**config.mk**
```make
export PLATFORM = sky130hd
export DESIGN_NAME = ysyx_23060072_wb_regfile_flat
export DESIGN_NICKNAME = d
export VERILOG_FILES = /design/src/rtl/ysyx_23060072_wb_regfile_pkg.sv /design/src/rtl/ysyx_23060072_wb_regfile_if.sv /design/src/rtl/ysyx_23060072_wb_regfile_scoreboard.sv /design/src/rtl/ysyx_23060072_wb_regfile.sv /design/src/flat_wrapper.sv
export SDC_FILE = /design/constraint.sdc
export NUM_CORES = 1
export LEC_CHECK = 0
export BUFFER_PORTS_ARGS = -buffer_cell sky130_fd_sc_hd__buf_2
export CAP_MARGIN = 20
export CORE_ASPECT_RATIO = 0.9
export CORE_MARGIN = 3
export CORE_UTILIZATION = 45
export DETAILED_ROUTE_END_ITERATION = 10
export GPL_ROUTABILITY_DRIVEN = 0
export GPL_TIMING_DRIVEN = 1
export PLACE_DENSITY_LB_ADDON = 0.3
export SLEW_MARGIN = 20
export SYNTH_ARGS = -nofsm -noshare
export SYNTH_HDL_FRONTEND = slang
export SYNTH_SLANG_ARGS = --single-unit
```
**constraint.sdc**
```tcl
create_clock -name clk -period 3.3 [get_ports clk]
set_input_delay 0.165 -clock clk [delete_from_list [all_inputs] [get_ports clk]]
set_output_delay 0.165 -clock clk [all_outputs]
set_load 0.005 [all_outputs]
```
**src/rtl/ysyx_23060072_wb_regfile_pkg.sv**
```systemverilog
// Shared constants and helpers for the RV32E writeback register file.
package ysyx_23060072_wb_regfile_pkg;

    localparam int NUM_REGS = 16;
    localparam int ADDR_W   = 5;
    localparam int DATA_W   = 32;
    localparam int CNT_W    = 2;

    localparam logic [CNT_W-1:0]  SB_MAX   = 2'd3;
    localparam logic [ADDR_W-1:0] ZERO_REG = '0;

    // RV32E only has x0..x15, so an index is legal exactly when bit 4 is clear;
    // the compare form keeps every address bit in use.
    function automatic logic is_rv32e_reg(input logic [ADDR_W-1:0] a);
        return a < ADDR_W'(NUM_REGS);
    endfunction

    // Legal and not x0: the only indices that hold state or pending writes.
    function automatic logic is_wr_target(input logic [ADDR_W-1:0] a);
        return is_rv32e_reg(a) && (a != ZERO_REG);
    endfunction

endpackage

```
**src/rtl/ysyx_23060072_wb_regfile_if.sv**
```systemverilog
// Writeback bus from the writeback stage into the register file.
interface ysyx_23060072_wb_regfile_if;
    import ysyx_23060072_wb_regfile_pkg::*;

    logic              wb_flag;
    logic [ADDR_W-1:0] wb_addr;
    logic [DATA_W-1:0] wb_data;

    modport master (output wb_flag, output wb_addr, output wb_data);
    modport slave  (input  wb_flag, input  wb_addr, input  wb_data);

endinterface

```
**src/rtl/ysyx_23060072_wb_regfile_scoreboard.sv**
```systemverilog
// Per-register outstanding-write counters, issue gating and sticky protocol error.
module ysyx_23060072_scoreboard
    import ysyx_23060072_wb_regfile_pkg::*;
(
    input  logic              clk,
    input  logic              rst,
    input  logic              flush_i,
    input  logic              issue_valid_i,
    input  logic [ADDR_W-1:0] issue_rd_i,
    input  logic              wb_flag_i,
    input  logic [ADDR_W-1:0] wb_addr_i,
    input  logic [ADDR_W-1:0] rs1_addr_i,
    input  logic [ADDR_W-1:0] rs2_addr_i,
    output logic              issue_ready_o,
    output logic              rs1_pend_o,
    output logic              rs2_pend_o,
    output logic              err_o
);

    logic [CNT_W-1:0] cnt_q [NUM_REGS];
    logic [CNT_W-1:0] cnt_d [NUM_REGS];
    logic             err_q, err_d;
    logic             issue_hit, wb_hit, same_reg;
    logic [3:0]       issue_idx, wb_idx;

    assign issue_idx = issue_rd_i[3:0];
    assign wb_idx    = wb_addr_i[3:0];
    assign issue_hit = issue_valid_i && is_wr_target(issue_rd_i);
    assign wb_hit    = wb_flag_i && is_wr_target(wb_addr_i);
    assign same_reg  = issue_hit && wb_hit && (issue_rd_i == wb_addr_i);

    // Counter next state (flush > same-register cancel > inc/dec) and error detection.
    always_comb begin
        cnt_d = cnt_q;
        err_d = err_q;
        if (wb_flag_i && !is_rv32e_reg(wb_addr_i)) err_d = 1'b1;
        if (wb_hit && (cnt_q[wb_idx] == '0))        err_d = 1'b1;
        if (issue_hit && (cnt_q[issue_idx] == SB_MAX)) err_d = 1'b1;
        if (flush_i) begin
            for (int i = 0; i < NUM_REGS; i++) cnt_d[i] = '0;
        end else if (!same_reg) begin
            if (issue_hit && (cnt_q[issue_idx] != SB_MAX))
                cnt_d[issue_idx] = cnt_q[issue_idx] + 2'd1;
            if (wb_hit && (cnt_q[wb_idx] != '0))
                cnt_d[wb_idx] = cnt_q[wb_idx] - 2'd1;
        end
    end

    // Counter and error registers with synchronous reset.
    always_ff @(posedge clk) begin
        if (rst) begin
            for (int i = 0; i < NUM_REGS; i++) cnt_q[i] <= '0;
            err_q <= 1'b0;
        end else begin
            cnt_q <= cnt_d;
            err_q <= err_d;
        end
    end

    // A single pending write that is being written back right now is covered by the bypass.
    assign rs1_pend_o = is_wr_target(rs1_addr_i) &&
                        ((cnt_q[rs1_addr_i[3:0]] >= 2'd2) ||
                         ((cnt_q[rs1_addr_i[3:0]] == 2'd1) && !(wb_flag_i && (wb_addr_i == rs1_addr_i))));
    assign rs2_pend_o = is_wr_target(rs2_addr_i) &&
                        ((cnt_q[rs2_addr_i[3:0]] >= 2'd2) ||
                         ((cnt_q[rs2_addr_i[3:0]] == 2'd1) && !(wb_flag_i && (wb_addr_i == rs2_addr_i))));

    assign issue_ready_o = !(is_wr_target(issue_rd_i) && (cnt_q[issue_idx] == SB_MAX));
    assign err_o         = err_q;

endmodule

```
**src/rtl/ysyx_23060072_wb_regfile.sv**
```systemverilog
// RV32E register file: writeback commit, bypassed read ports and RAW stall.
module ysyx_23060072_wb_regfile
    import ysyx_23060072_wb_regfile_pkg::*;
(
    input  logic                        clk,
    input  logic                        rst,
    ysyx_23060072_wb_regfile_if.slave   wb,
    input  logic [ADDR_W-1:0]           rs1_addr_i,
    input  logic [ADDR_W-1:0]           rs2_addr_i,
    input  logic                        rs1_used_i,
    input  logic                        rs2_used_i,
    output logic [DATA_W-1:0]           rs1_data_o,
    output logic [DATA_W-1:0]           rs2_data_o,
    input  logic                        issue_valid_i,
    input  logic [ADDR_W-1:0]           issue_rd_i,
    output logic                        issue_ready_o,
    output logic                        raw_stall_o,
    input  logic                        flush_i,
    output logic                        err_o
);

    logic [DATA_W-1:0] regs_q [NUM_REGS];
    logic              rs1_pend, rs2_pend;

    // Data array; x0 is never written so it stays at its reset value of zero.
    always_ff @(posedge clk) begin
        if (rst) begin
            for (int i = 0; i < NUM_REGS; i++) regs_q[i] <= '0;
        end else if (wb.wb_flag && is_wr_target(wb.wb_addr)) begin
            regs_q[wb.wb_addr[3:0]] <= wb.wb_data;
        end
    end

    assign rs1_data_o = !is_wr_target(rs1_addr_i)                    ? '0 :
                        (wb.wb_flag && (wb.wb_addr == rs1_addr_i))   ? wb.wb_data :
                                                                       regs_q[rs1_addr_i[3:0]];
    assign rs2_data_o = !is_wr_target(rs2_addr_i)                    ? '0 :
                        (wb.wb_flag && (wb.wb_addr == rs2_addr_i))   ? wb.wb_data :
                                                                       regs_q[rs2_addr_i[3:0]];

    ysyx_23060072_scoreboard u_sb (
        .clk           (clk),
        .rst           (rst),
        .flush_i       (flush_i),
        .issue_valid_i (issue_valid_i),
        .issue_rd_i    (issue_rd_i),
        .wb_flag_i     (wb.wb_flag),
        .wb_addr_i     (wb.wb_addr),
        .rs1_addr_i    (rs1_addr_i),
        .rs2_addr_i    (rs2_addr_i),
        .issue_ready_o (issue_ready_o),
        .rs1_pend_o    (rs1_pend),
        .rs2_pend_o    (rs2_pend),
        .err_o         (err_o)
    );

    assign raw_stall_o = (rs1_used_i && rs1_pend) || (rs2_used_i && rs2_pend);

endmodule
```
**src/flat_wrapper.sv**
```systemverilog
// flat-port wrapper written by rule: the top's interface ports become plain ports
module ysyx_23060072_wb_regfile_flat import ysyx_23060072_wb_regfile_pkg::*;
  (clk, rst, rs1_addr_i, rs2_addr_i, rs1_used_i, rs2_used_i, rs1_data_o, rs2_data_o, issue_valid_i, issue_rd_i, issue_ready_o, raw_stall_o, flush_i, err_o, wb_wb_flag, wb_wb_addr, wb_wb_data);
  ysyx_23060072_wb_regfile_if wb_i ();
  input  logic clk;
  input  logic rst;
  input  logic [ADDR_W-1:0] rs1_addr_i;
  input  logic [ADDR_W-1:0] rs2_addr_i;
  input  logic rs1_used_i;
  input  logic rs2_used_i;
  output logic [DATA_W-1:0] rs1_data_o;
  output logic [DATA_W-1:0] rs2_data_o;
  input  logic issue_valid_i;
  input  logic [ADDR_W-1:0] issue_rd_i;
  output logic issue_ready_o;
  output logic raw_stall_o;
  input  logic flush_i;
  output logic err_o;
  input wire logic [$bits(wb_i.wb_flag)-1:0] wb_wb_flag;
  input wire logic [$bits(wb_i.wb_addr)-1:0] wb_wb_addr;
  input wire logic [$bits(wb_i.wb_data)-1:0] wb_wb_data;
  assign wb_i.wb_flag = wb_wb_flag;
  assign wb_i.wb_addr = wb_wb_addr;
  assign wb_i.wb_data = wb_wb_data;
  ysyx_23060072_wb_regfile u_core (.clk(clk), .rst(rst), .wb(wb_i), .rs1_addr_i(rs1_addr_i), .rs2_addr_i(rs2_addr_i), .rs1_used_i(rs1_used_i), .rs2_used_i(rs2_used_i), .rs1_data_o(rs1_data_o), .rs2_data_o(rs2_data_o), .issue_valid_i(issue_valid_i), .issue_rd_i(issue_rd_i), .issue_ready_o(issue_ready_o), .raw_stall_o(raw_stall_o), .flush_i(flush_i), .err_o(err_o));
endmodule
```
==> impl_summary.txt <==
----------------------------------------------------
[Setup path]
  CP Capture Type ... flop
  Ordered cell list for the critical path ... mux4_1, mux4_2, ha_1, nor3b_1, a211o_1, o211ai_1, a221oi_1
  Launching element type of the critical path ... flop
  Crit Reg-Reg Startpoint ... u_core.u_sb.cnt_q[6]
  Setup Crit Path Kind ... flop to flop
  Required time of the worst setup path ... roughly 3.8 ns
  Maximum cell stage delay along the critical path ... around 0.7 ns
  Critical-path maximum fanout ... 9
  Arrival time at the worst endpoint ... 3.64 ns
  Crit path max-delay cell type ... nor3b_1
  Critical path origin ... u_core.u_sb.cnt_q[6]

[Clock tree]
  Clock Pin Slew Worst Setup and Hold Paths ... 0.07 ns
  Number of levels the H-tree was split into ... 2
  Post-CTS repair timing setup buffer count ... 0
  TritonCTS Buffers ... 57
  Insertion delay to the later sink of the worst-skew pair ... roughly 0.62 ns
  Total clock sinks ... roughly 550
  Clock root cell ... clkbuf_16
  Clock tree from TritonCTS ... yes
  Maximum count of clock buffers along a single path ... 3

[Timing]
  Setup-violating endpoint count in the final report ... 0
  Worst-Margin Slew ... 0.920 ns
  Setup repair after global routing missed its margin ... false
  Minimum period implied by the final worst setup slack ... approximately 3.1 ns
  FMAX ... between 300 and 400 MHz
  Max-slew headroom at the worst pin ... approximately two fifths
  Final Cycle Share ... between 90% and 100%
  Final number of max-transition violations ... 0
  Post-Route Setup TNS ... 0 ns
  Worst Skew ... 0.00503 ns
  Fin. Hold Viols ... 0

[Finish]
  Number of filler cells placed in the layout ... between 5,000 and 6,000
  Fraction of final layout cells with drive strength greater than 1 ... between 30% and 40%
  NumNets Final ... ~2,200
  Synth-to-layout area growth ... 13.6%

[Outcome]
  Status ... finished, final reports clean

[Synth]
  Seq/Total Area, Yosys ... a little over half
  Dominant combinational cell family by area after synthesis ... multiplexers
  Number of enable flip-flop cells after synthesis ... between 500 and 600
  Main flop type after synthesis ... edfxtp_1
  Cell area after synthesis ... between 30,000 and 40,000 sq um
  Synthesized area divided by synthesized cell count ... between 15 and 20 sq um
  Complex-gate fraction of the synthesized area ... 4.29%
  Synth Register Bits ... about 550
  Post-Synth XOR/XNOR Area ... 0.429%
  Proportion of synthesized flip-flops having asynchronous set or reset ... 0%
  Number of different library cells in the post-synthesis netlist ... 54
  Synthesized-area fraction occupied by and/or/nand/nor cells ... 13.4%
  Adder and majority cell fraction of the synthesized area ... less than 1%
  Warning count from the yosys run ... 0
  Multiplexer share of the synthesized area ... about a quarter
  Synth Instances ... about 2,000

[Floorplanning]
  Starting utilization of the core area ... 45.5%
  Row cnt ... 90
  IO Count ... ~130
  DIE WIDTH ... roughly 280 um
  Area of the die ... approximately 70,000 sq um
  Placeable core region ... 67,200 sq um
  Chip Height ... between 200 and 300 um

[Global routing]
  Total congestion overflow ... 0
  Number of global-route vias before repair ... approximately 20,000
  GRT Resource Usage Total ... approximately 27%
  First-pass GRT wire length ... roughly 140 mm
  Maximum number of pins on one net before global-route repair ... 73
  Number of antenna violations at the first check in global routing ... 4

[Drt]
  Total via count in the routed design ... 20,100
  Via count normalized by instance count ... 6.59
  Post-detailed-route wirelength per cell ... around 31 um
  Number of DRC markers after the initial detailed-route iteration ... between 2,000 and 3,000
  Iteration count of the initial detailed-routing pass ... 7
  Post-route ant nets ... 0
  Total length of routed wires ... slightly below 100 mm
  Number of remaining DRC errors ... 0

[Pwr]
  VDD IR max ... ~0.00046 V
  Leak pwr ... approximately 12 nW
  Total Power Consumption ... ~17 mW
  Pwr/cell area ... between 400 and 500 nW/um^2

[Min path]
  Type of the worst min-delay path ... input pin to flop
  Start point of the worst hold path ... wb_wb_data[7]

[Run]
  Max-cap violations ... 0

[Place]
  IO buf count ... ~130
  Post-detailed-placement half-perimeter wirelength ... 55.3 mm

----------------------------------------------------
through the flow:
| step | hold slack (ns) | utilization, % | instance area [sq um] | instances | setup slack (ns) |
|---|---|---|---|---|---|
| after floorplan | 0.363 | - | 30700 | 2041 | 0.0532 |
| after global placement | 0.510 | 48.5 | 32600 | 2923 | 0.195 |
| after detailed placement | 0.524 | 48.5 | 32600 | 2923 | 0.180 |
| after CTS | 0.00125 | 51.7 | 34700 | 3049 | 0.279 |
| after global routing | 0.0339 | 51.7 | 34700 | 3050 | 0.0359 |
| final | 0.0216 | 51.7 | 34800 | 3052 | 0.178 |
cells by family (layout without fill, tap and decap cells):
| logic type | after synthesis | in the layout |
|---|---|---|
| XOR/XNOR | 15 | 15 |
| adder cells (fa/ha/maj) | 2 | 2 |
| AND/OR/NAND/NOR | 703 | 703 |
| other | 1 | 35 |
| buffers and inverters | 210 | 344 |
| AO/OA/AOI/OAI | 163 | 163 |
| flip-flops | 545 | 545 |
| multiplexers | 371 | 371 |
routing by layer:
metal  vias to the layer above  track usage (%)  wire, um  share of wire, %
met3                       191             4.90      9610                10
met4                         0             8.97      2950               3.1
li1                       8122                -         -                 -
met5                         -                0         0                 0
met2                      1248             44.3     46800                49
met1                     10600             37.9     36700                38
cell usage after synthesis, types with 11 or more instances:
library cell  number  area [sq um]
nand2_1           91           342
a221oi_1          14           123
clkbuf_1         150           563
mux2i_1           14           140
o21ai_0           15          75.1
buf_2             28           140
dfxtp_1           33           661
and2_1           485          3030
nor2_1            37           139
edfxtp_1         512         15400
or2_2             17           106
nor4_1            17           106
a21oi_1           18          90.1
nor3_1            11          55.1
buf_1             23          86.3
mux4_2           352          7930
o2bb2ai_1         64           561
layout by cell type (no fill, tap or decap), types with 7 or more instances in the layout:
| master | synthesis | routed |
|---|---|---|
| edfxtp_1 | 512 | 512 |
| and2_1 | 485 | 484 |
| mux4_2 | 352 | 352 |
| buf_2 | 28 | 119 |
| nand2_1 | 91 | 91 |
| buf_4 | 5 | 77 |
| o2bb2ai_1 | 64 | 64 |
| clkbuf_16 | 0 | 57 |
| dfxtp_1 | 33 | 33 |
| conb_1 | 1 | 32 |
| nor2_1 | 37 | 20 |
| dlygate4sd3_1 | 0 | 19 |
| a21oi_1 | 18 | 18 |
| nor4_1 | 17 | 17 |
| nor2_4 | 0 | 17 |
| or2_2 | 17 | 17 |
| clkinv_2 | 0 | 16 |
| o21ai_0 | 15 | 15 |
| buf_12 | 0 | 15 |
| mux2i_1 | 14 | 14 |
| a221oi_1 | 14 | 14 |
| nor3_1 | 11 | 11 |
| clkinv_1 | 0 | 10 |
| xor2_1 | 9 | 9 |
| a211oi_1 | 9 | 9 |
| a21o_1 | 8 | 8 |
| bufinv_16 | 0 | 8 |
| o31a_1 | 7 | 7 |
| clkbuf_1 | 150 | 7 |
registers in the layout, indices dropped and copies added, names as in the netlist:
register,count
u_core.u_sb.err_o,1
u_core.u_sb.cnt_q,32
u_core.regs_q,512
critical path, delay by kind of cell, from the launching register on:
kind | cells | cell delay (ns)
AOI/OAI and AO/OA | 3 | 0.57
and+or+nand+nor | 1 | 0.70
adders and majority gates | 1 | 0.32
DFF | 1 | 0.38
muxes | 2 | 1.05
repair_timing:
action | 4_1_cts | 5_1_grt
hold endpoints to repair | 181 | 0
gates resized for setup | 0 | 0
hold buffers | 19 | 0
final timing paths:
| check | end | slack [ns] | cells past startpoint |
|---|---|---|---|
| worst max-delay path | u_core.u_sb.cnt_q[12] | 0.18 | 7 |
| worst min-delay path | u_core.regs_q[5][7] | 0.02 | 2 |
| worst max register to register | u_core.u_sb.cnt_q[12] | 0.18 | 7 |
| worst min register to register | u_core.u_sb.cnt_q[31] | 0.54 | 1 |
power breakdown:
group / internal [mW] / switching, mW / total [mW]
Sequential: 7.92 / 0.177 / 8.10
Combinational: 1.02 / 1.11 / 2.12
Clock: 3.81 / 2.91 / 6.72
layout make-up:
| class | instances | area [sq um] | share of cell area (%) |
|---|---|---|---|
| sequential | 545 | 16000 | 46.1 |
| multi-input combinational | 1286 | 14000 | 40.2 |
| timing repair buffer | 234 | 1720 | 4.94 |
| clock buffer | 64 | 1450 | 4.18 |
| tap | 874 | 1090 | 3.15 |
| clock inverter | 43 | 463 | 1.33 |
| inverter | 3 | 11.3 | 0.0324 |
| antenna | 3 | 7.51 | 0.0216 |
Note: power is estimated with default switching activity, not from simulation.
